$ cat config.mk
export PLATFORM = sky130hd
export DESIGN_NAME = bcd_display_scanner_flat
export DESIGN_NICKNAME = d
export VERILOG_FILES = /design/src/rtl/bcd_display_pkg.sv /design/src/rtl/bcd_display_scanner_if.sv /design/src/rtl/seg7_decoder.sv /design/src/rtl/bcd_display_scanner.sv /design/src/flat_wrapper.sv
export SDC_FILE = /design/constraint.sdc
export NUM_CORES = 1
export LEC_CHECK = 0
export BUFFER_PORTS_ARGS = -buffer_cell sky130_fd_sc_hd__clkbuf_2
export CORE_MARGIN = 4
export CORE_UTILIZATION = 45
export DETAILED_ROUTE_END_ITERATION = 10
export GPL_ROUTABILITY_DRIVEN = 0
export PLACE_DENSITY = 0.76
export SYNTH_ARGS = -nofsm -noshare
export SYNTH_HDL_FRONTEND = slang
export SYNTH_SLANG_ARGS = --single-unit
$ cat constraint.sdc
create_clock -name clk -period 2.8 [get_ports clk]
set_input_delay 0.14 -clock clk [delete_from_list [all_inputs] [get_ports clk]]
set_output_delay 0.14 -clock clk [all_outputs]
set_load 0.02 [all_outputs]
$ cat src/rtl/bcd_display_pkg.sv
// Shared constants and types for the 3-digit 7-segment display blocks.
// Segment patterns are active-low {g,f,e,d,c,b,a}.
package bcd_display_pkg;

  localparam int unsigned NIB_W = 4;
  localparam int unsigned SEG_W = 7;
  localparam int unsigned AN_W  = 3;
  localparam int unsigned IDX_W = 2;

  localparam logic [SEG_W-1:0] SEG_BLANK = 7'b1111111;
  localparam logic [SEG_W-1:0] SEG_DASH  = 7'b0111111;
  localparam logic [SEG_W-1:0] SEG_0     = 7'b1000000;
  localparam logic [SEG_W-1:0] SEG_1     = 7'b1111001;
  localparam logic [SEG_W-1:0] SEG_2     = 7'b0100100;
  localparam logic [SEG_W-1:0] SEG_3     = 7'b0110000;
  localparam logic [SEG_W-1:0] SEG_4     = 7'b0011001;
  localparam logic [SEG_W-1:0] SEG_5     = 7'b0010010;
  localparam logic [SEG_W-1:0] SEG_6     = 7'b0000010;
  localparam logic [SEG_W-1:0] SEG_7     = 7'b1111000;
  localparam logic [SEG_W-1:0] SEG_8     = 7'b0000000;
  localparam logic [SEG_W-1:0] SEG_9     = 7'b0010000;

  localparam logic [AN_W-1:0] ANODES_OFF = 3'b111;

  typedef struct packed {
    logic [NIB_W-1:0] hundreds;
    logic [NIB_W-1:0] tens;
    logic [NIB_W-1:0] ones;
  } bcd_word_t;

  typedef enum logic [IDX_W-1:0] {
    DIGIT_ONES     = 2'd0,
    DIGIT_TENS     = 2'd1,
    DIGIT_HUNDREDS = 2'd2
  } digit_e;

  // Scan order ones -> tens -> hundreds -> ones; the unused code 3 recovers to ones.
  function automatic digit_e next_digit(input digit_e d);
    case (d)
      DIGIT_ONES:     return DIGIT_TENS;
      DIGIT_TENS:     return DIGIT_HUNDREDS;
      default:        return DIGIT_ONES;
    endcase
  endfunction

endpackage

$ cat src/rtl/bcd_display_scanner_if.sv
// Packed BCD load bus between the binary-to-BCD converter and the display scanner.
interface bcd_display_scanner_if;
  import bcd_display_pkg::*;

  bcd_word_t bcd;
  logic      load;

  modport master (output bcd, output load);
  modport slave  (input  bcd, input  load);
endinterface

$ cat src/rtl/seg7_decoder.sv
// Combinational nibble to active-low 7-segment decoder; values above 9 show a dash.
module seg7_decoder
  import bcd_display_pkg::*;
(
  input  logic [NIB_W-1:0] nibble,
  output logic [SEG_W-1:0] seg_c
);

  always_comb begin
    seg_c = SEG_DASH;
    case (nibble)
      4'd0:    seg_c = SEG_0;
      4'd1:    seg_c = SEG_1;
      4'd2:    seg_c = SEG_2;
      4'd3:    seg_c = SEG_3;
      4'd4:    seg_c = SEG_4;
      4'd5:    seg_c = SEG_5;
      4'd6:    seg_c = SEG_6;
      4'd7:    seg_c = SEG_7;
      4'd8:    seg_c = SEG_8;
      4'd9:    seg_c = SEG_9;
      default: seg_c = SEG_DASH;
    endcase
  end

endmodule

$ cat src/rtl/bcd_display_scanner.sv
// Time-multiplexed 3-digit common-anode display driver with ghost blanking
// and optional leading-zero suppression. an/seg are registered.
module bcd_display_scanner
  import bcd_display_pkg::*;
#(
  parameter int unsigned REFRESH_DIV  = 100000,
  parameter int unsigned BLANK_CYCLES = 2,
  parameter bit          LZ_BLANK     = 1'b1
) (
  input  logic                  clk,
  input  logic                  rst,
  bcd_display_scanner_if.slave  bus,
  output logic [AN_W-1:0]       an,
  output logic [SEG_W-1:0]      seg
);

  localparam int unsigned CNT_W = (REFRESH_DIV > 2) ? $clog2(REFRESH_DIV) : 1;
  localparam logic [CNT_W-1:0] CNT_LAST = CNT_W'(REFRESH_DIV - 1);

  bcd_word_t         val, val_d;
  logic [CNT_W-1:0]  cnt, cnt_d;
  digit_e            idx, idx_d;
  logic [AN_W-1:0]   an_d;
  logic [SEG_W-1:0]  seg_d;

  logic [NIB_W-1:0]  nibble_c;
  logic [SEG_W-1:0]  dec_seg_c;
  logic              ghost_c;
  logic              lead_zero_c;
  logic              blank_c;

  // Digit currently being scanned.
  always_comb begin
    nibble_c = val.ones;
    case (idx)
      DIGIT_TENS:     nibble_c = val.tens;
      DIGIT_HUNDREDS: nibble_c = val.hundreds;
      default:        nibble_c = val.ones;
    endcase
  end

  seg7_decoder u_dec (
    .nibble (nibble_c),
    .seg_c  (dec_seg_c)
  );

  // Anti-ghosting: anodes stay off for the first BLANK_CYCLES of every slot.
  generate
    if (BLANK_CYCLES == 0) begin : g_no_ghost
      assign ghost_c = 1'b0;
    end else begin : g_ghost
      assign ghost_c = (cnt < CNT_W'(BLANK_CYCLES));
    end
  endgenerate

  // Only a literal zero nibble is a leading zero; invalid codes still display.
  always_comb begin
    lead_zero_c = 1'b0;
    case (idx)
      DIGIT_HUNDREDS: lead_zero_c = (val.hundreds == '0);
      DIGIT_TENS:     lead_zero_c = (val.hundreds == '0) && (val.tens == '0);
      default:        lead_zero_c = 1'b0;
    endcase
  end

  assign blank_c = ghost_c || (LZ_BLANK && lead_zero_c);

  // Next-state and next-output logic.
  always_comb begin
    val_d = val;
    cnt_d = cnt + CNT_W'(1);
    idx_d = idx;
    an_d  = ANODES_OFF;
    seg_d = SEG_BLANK;

    if (bus.load) begin
      val_d = bus.bcd;
    end

    if (cnt == CNT_LAST) begin
      cnt_d = '0;
      idx_d = next_digit(idx);
    end

    if (!blank_c) begin
      an_d  = ~(AN_W'(1) << idx);
      seg_d = dec_seg_c;
    end
  end

  always_ff @(posedge clk) begin
    if (rst) begin
      val <= '0;
      cnt <= '0;
      idx <= DIGIT_ONES;
      an  <= ANODES_OFF;
      seg <= SEG_BLANK;
    end else begin
      val <= val_d;
      cnt <= cnt_d;
      idx <= idx_d;
      an  <= an_d;
      seg <= seg_d;
    end
  end

endmodule

$ cat src/flat_wrapper.sv
// flat-port wrapper written by rule: the top's interface ports become plain ports
module bcd_display_scanner_flat import bcd_display_pkg::*;
#(
  parameter int unsigned REFRESH_DIV  = 100000,
  parameter int unsigned BLANK_CYCLES = 2,
  parameter bit          LZ_BLANK     = 1'b1
)
  (clk, rst, an, seg, bus_bcd, bus_load);
  bcd_display_scanner_if bus_i ();
  input  logic clk;
  input  logic rst;
  output logic [AN_W-1:0] an;
  output logic [SEG_W-1:0] seg;
  input wire logic [$bits(bus_i.bcd)-1:0] bus_bcd;
  input wire logic [$bits(bus_i.load)-1:0] bus_load;
  assign bus_i.bcd = bus_bcd;
  assign bus_i.load = bus_load;
  bcd_display_scanner #(.REFRESH_DIV(REFRESH_DIV), .BLANK_CYCLES(BLANK_CYCLES), .LZ_BLANK(LZ_BLANK)) u_core (.clk(clk), .rst(rst), .bus(bus_i), .an(an), .seg(seg));
endmodule
# Word-level counts from Yosys, hierarchy flattened
# Memory sizes are Yosys's and may differ from the RTL's. A register that Yosys moved wholly into a read port is not among the register bits.
# Index checks and enable logic that the tools add are counted.
# totals
reg_bits	34
mem_bits_ro	112
inputBits	15
output_inout_bits	10
word_cells	24
n_memories	1
# classes
n_addsub	1
n_lt_le_gt_ge	1
n_eq_ne	3
shift	1
mux	3
bitwise	1
reduce_logical	7
# mem_list
name	depth	width	rd	rd_ports_with_merged_regs	write_ports	line_no	text
(name not given)	16	7	1	1	0	seg7_decoder.sv:11	case (nibble)
# op_table
operator	count
17-bit by 1-bit adder with 17-bit output (second input constant)	1
17-bit equality test (second input constant)	1
17-bit by 2-bit less-than comparator with 1-bit output (second input constant)	1
4-bit logical NOT	2
4-bit one-hot mux with 2 select lines	1
2-bit one-hot mux with 2 select lines	1
2-bit OR reduction	2
3-bit inverter	1
1-bit by 2-bit << shifter with 3-bit output (first input constant)	1
2-bit by 1-bit equality test with 1-bit output (second input constant)	1
2-bit equality test (second input constant)	1
2-bit logical NOT	1
1-bit one-hot mux with 2 select lines	1
1-bit logical AND	1
1-bit logical OR	1

# Longest topological paths before layout
# depth
ltp_word	5
mapped_depth	10
ltp_nobuf	9

# Cells and area by module
# From an unflattened synthesis, not the netlist that was laid out.
# unflattened
hier_cells	219
area_unflattened_um2	1966.9
# by_module_without_submodules
module	n_inst	cells_per_inst	area_each_um2	seq_area_each_um2
bcd_display_scanner	1	188	1742.9	820.8
seg7_decoder	1	31	224.0	0.0

# Least setup slack after synthesis
# OpenSTA, ideal clock, no wires.
# synth_timing
path_kind	reg-to-reg
startpoint	reg u_core.idx[0]
endpoint	reg u_core.seg[5]
setup_time_ns	0.151
t_arrival_ns	1.878
t_required_ns	2.649
slack_ns	0.772
stages_incl_launch_ff	9
n_path_buf	1
synth_period_minus_slack_ns	2.028
path_cell_list	dfxtp_1 inv_1 ha_1 clkbuf_1 mux2i_1 inv_1 ha_1 nor3_1 o21ai_0
# synth_between
elab_chain_cells	4
elab_cells_between_ends	6
cone_classes	eq/ne: 2; mux: 2; reduce/logical: 2
# synth_rtl
item	line_no	text
from (decl)	bcd_display_scanner.sv:22	digit_e idx, idx_d;
from (signal assigned)	bcd_display_scanner.sv:101	idx <= idx_d;
2-bit by 1-bit equality test with 1-bit output / 2-bit equality test (equally long branches)	bcd_display_scanner.sv:35, bcd_display_scanner.sv:59	
1-bit one-hot mux with 2 select lines	bcd_display_scanner.sv:59	case (idx)
1-bit logical OR	bcd_display_scanner.sv:66	assign blank_c = ghost_c || (LZ_BLANK && lead_zero_c);
2-bit OR reduction (no line)	--	
to (decl)	bcd_display_scanner.sv:14	output logic [SEG_W-1:0] seg
# Parallel ways exist; a longest one is shown, timed or not.
# A chain may end at the register's enable or synchronous reset.

# Worst setup path after layout
# Ends and elaborated chain as after synthesis.

==> results list <==
* Vias in the first global route: approximately 1300
* Placeable core area: 4000 sq um
- The worst pin sits at a relative slew slack of 0.554.
* Crit end category: flop
- The initial utilization of the core area, before any placement, comes to 0.463.
- Between clock sinks in the finished design, the worst skew comes to 1.90 ps.
* Worst Setup Slack, final: 638 ps
* Pre-antenna DRT Iters: 4
- Fraction of final layout cells sized beyond drive strength 1: 0.158
* DR vias: 1362
* Number of endpoints with negative hold slack in the final report: 0
- Global-route wire length before repair: 5.82 mm
* Die Y-Extent: ~72 um
- Overall routed net length: around 3.4 mm
- Critical-path cell with the highest stage delay: mux2i_1
* Number of buffers inserted during clock tree synthesis: 5
* Slew at the pin closest to its max-slew limit: 669 ps
- Worst vdd ir: 0.245 mV
* Pins over their slew limit: 0
* Dpl ws: 642 ps
- Hold repair after CTS inserted 0 buffers.
- DRC errors left: 0
- Of the post-synthesis cell area, the dominant cell type holds 0.443.
- Number of distinct standard cells referenced by the synthesized netlist: 35
* Slowest Stage Delay on Critical Path: 500 ps
- PostCTS Resize Cnt: 0
- Total of buffers placed on input and output ports: 24
- Top layer reached by signal wires: met4
- At the worst endpoint, the arrival time is 2310 ps.
* Post-detailed-route wirelength per cell: 12.4 um
* Prevailing post-synth register cell: dfxtp_1
- Total gr overflow: 0
- In this run the cell area measured after placement is between 1500 and 2000 sq um.
- Leak pwr: 0.000865 uW
- Clock root buffer: clkbuf_8
* Post-DP HPWL: 2.39 mm
- Buffer levels on the longest clock path: 2
- For this run, the top clock speed supported by timing is 0.463 GHz.
* GR Util All Layers: 0.144
- Met2 wire length: 1.51 mm
- Clock transition at the registers of the reported paths: approximately 70 ps
- Measured on the finished design, the core utilization comes to 0.514.
- Number of warnings printed during yosys synthesis: 0
- Summing every instance area after synthesis gives 1850 sq um.
* Number of nets at the end of the flow: about 250
- Area enclosed by the die boundary: 5210 sq um
- The number of buffers and inverters on the critical path is 2.
- Biggest area consumer among synthesized cells: dfxtp_1
* Required arrival time at the worst endpoint: 2940 ps
- FFs w/ async S/R, synth: 0
* Largest cells by area after synthesis: dfxtp_1 44%, mux2i_1 8.1%, nor2_1 8.1%, ha_1 6.1%, xor2_1 5.7%
- Counting instances in the post-synthesis netlist gives the leading cell types as 41 x dfxtp_1, 40 x nor2_1, 15 x mux2i_1, 14 x nand2_1, 12 x xor2_1.
- The share of the Yosys chip area taken by registers is 0.443.
* TritonCTS clock tree: yes
- Number of nets with antenna violations after routing: 0
* Number of cells in the finished layout apart from fillers: 271
* Die width: 72.2 um
- Run status: complete, no violations
* Number of cells after detailed placement: 264
- Critical path class: flop to flop
- Kind of path behind the tightest hold check: primary input to flop
- Ordered list of cells on the worst path: inv_1 > ha_1 > mux2i_1 > inv_1 > ha_1 > nor3_1 > o21ai_0
* H-tree depth: 2
- The initial antenna violation count was 0.
- Cell family contributing the most delay on the critical path: adder cells
- Worst-skew pair later-pin latency: 290 ps
- Period Utilization, post-route: 0.772
* Register bit count reported by yosys: a little over 40
- In this run the core area contains 23 standard-cell rows.
* Max-capacitance violation count: 0
* Total power density per cell area: 540 nW/um^2
- Once layout is done, the placed cells without fillers occupy 2050 sq um.
- The repair_antennas step left the layout with diodes totalling 0.
* Setup total negative slack: 0 ps
- Count of endpoints failing setup in the final report: 0
* Kind of launch point of the worst setup path: flop
- Buffers added to address setup during post-CTS repair amount to 0.
- After detailed routing, the wire length on met1 is 1.58 mm.
* Nets in the synthesized netlist: 221
- Number of flops mapped to enable cells by yosys: 0
- Unrepaired setup endpoints after global routing: false
- After synthesis, the mean cell area works out to 9.40 sq um.
- In this run the worst path has a maximum fanout of 9.
- The worst path needs 2160 ps of the cycle, external delays included.
- The area growth from synthesis to layout is 10.9%.
- The clock drives 41 sinks.
- dfxtp_1 is the most common cell in the netlist.
- Number of top-level design ports: 25
- Number of DRC markers after the initial detailed-route iteration: 59
- Using the TritonRoute via totals, the vias-per-cell ratio works out to 5.03.
* Met3 wire len: 188 um
- Post-Syn Instances: 197
- Entering global routing, the biggest net connects 18 pins.
==> tightest hold or removal path, delay by kind of cell <==
kind,cells,cell delay (ps)
multiplexers,1,60
AND/OR/NAND/NOR,1,70
buffers and inverters,1,80
==> report_power, final <==
| part | internal [uW] | total, uW | switching (uW) |
|---|---|---|---|
| sequential | 607 | 621 | 14.1 |
| combinational | 42.6 | 103 | 60.9 |
| clock | 195 | 385 | 190 |
| total | 845 | 1110 | 265 |
==> logic make-up after synthesis <==
logic type      count (synthesis)  share of synthesized area
flops                          41                      0.443
mux                            15                     0.0811
fa+ha+maj                       9                     0.0608
compound gates                 20                     0.0750
simple gates                   84                      0.221
buf+inv                        13                     0.0480
xor+xnor                       15                     0.0709
==> path summary, 6_finish.rpt <==
check	startpoint	endpoint	slack, ps	cells past startpoint
hold reg to reg	u_core.cnt[0]	u_core.cnt[0]	460	1
hold / removal	bus_bcd[7]	u_core.val[7]	90	3
setup / recovery	u_core.idx[0]	u_core.seg[5]	640	7
setup reg to reg	u_core.idx[0]	u_core.seg[5]	640	7
==> final cells by class <==
type,count,area (sq um)
fill,402,1950
multi-input combinational,143,942
sequential,41,821
timing repair buffer,24,120
clock buffer,7,86.3
tap,50,62.6
inverter,6,22.5
==> sequential cells by signal, indices dropped and copies added, names as in the netlist <==
register / flops
u_core.idx: 2
u_core.an: 3
u_core.val: 12
u_core.cnt: 17
u_core.seg: 7
==> per-stage QoR <==
step	power [uW]	hold WS, ps
after floorplan	712	287
after detailed placement	739	388
after CTS	1130	79.6
after global placement	737	377
final	1110	85.2
after global routing	1160	98.3
==> layer usage <==
| layer | vias to the layer above | GRT usage |
|---|---|---|
| met1 | 610 | 0.179 |
| li1 | 714 | - |
| met5 | - | 0 |
| met4 | 0 | 0.0814 |
| met3 | 8 | 0.0388 |
| met2 | 30 | 0.223 |
==> placed cells by master, fill, tap and decap left out, types with 3 or more instances in the layout <==
master	Yosys	layout
a21oi_1	7	7
a22oi_1	3	3
and4_1	3	3
clkbuf_2	0	24
clkbuf_8	0	6
dfxtp_1	41	41
ha_1	9	9
inv_1	6	6
mux2i_1	15	15
nand2_1	14	14
nand3_1	8	8
nor2_1	40	40
nor3_1	5	5
xnor2_1	3	3
xor2_1	12	12
Note: power is estimated with default switching activity, not from simulation.
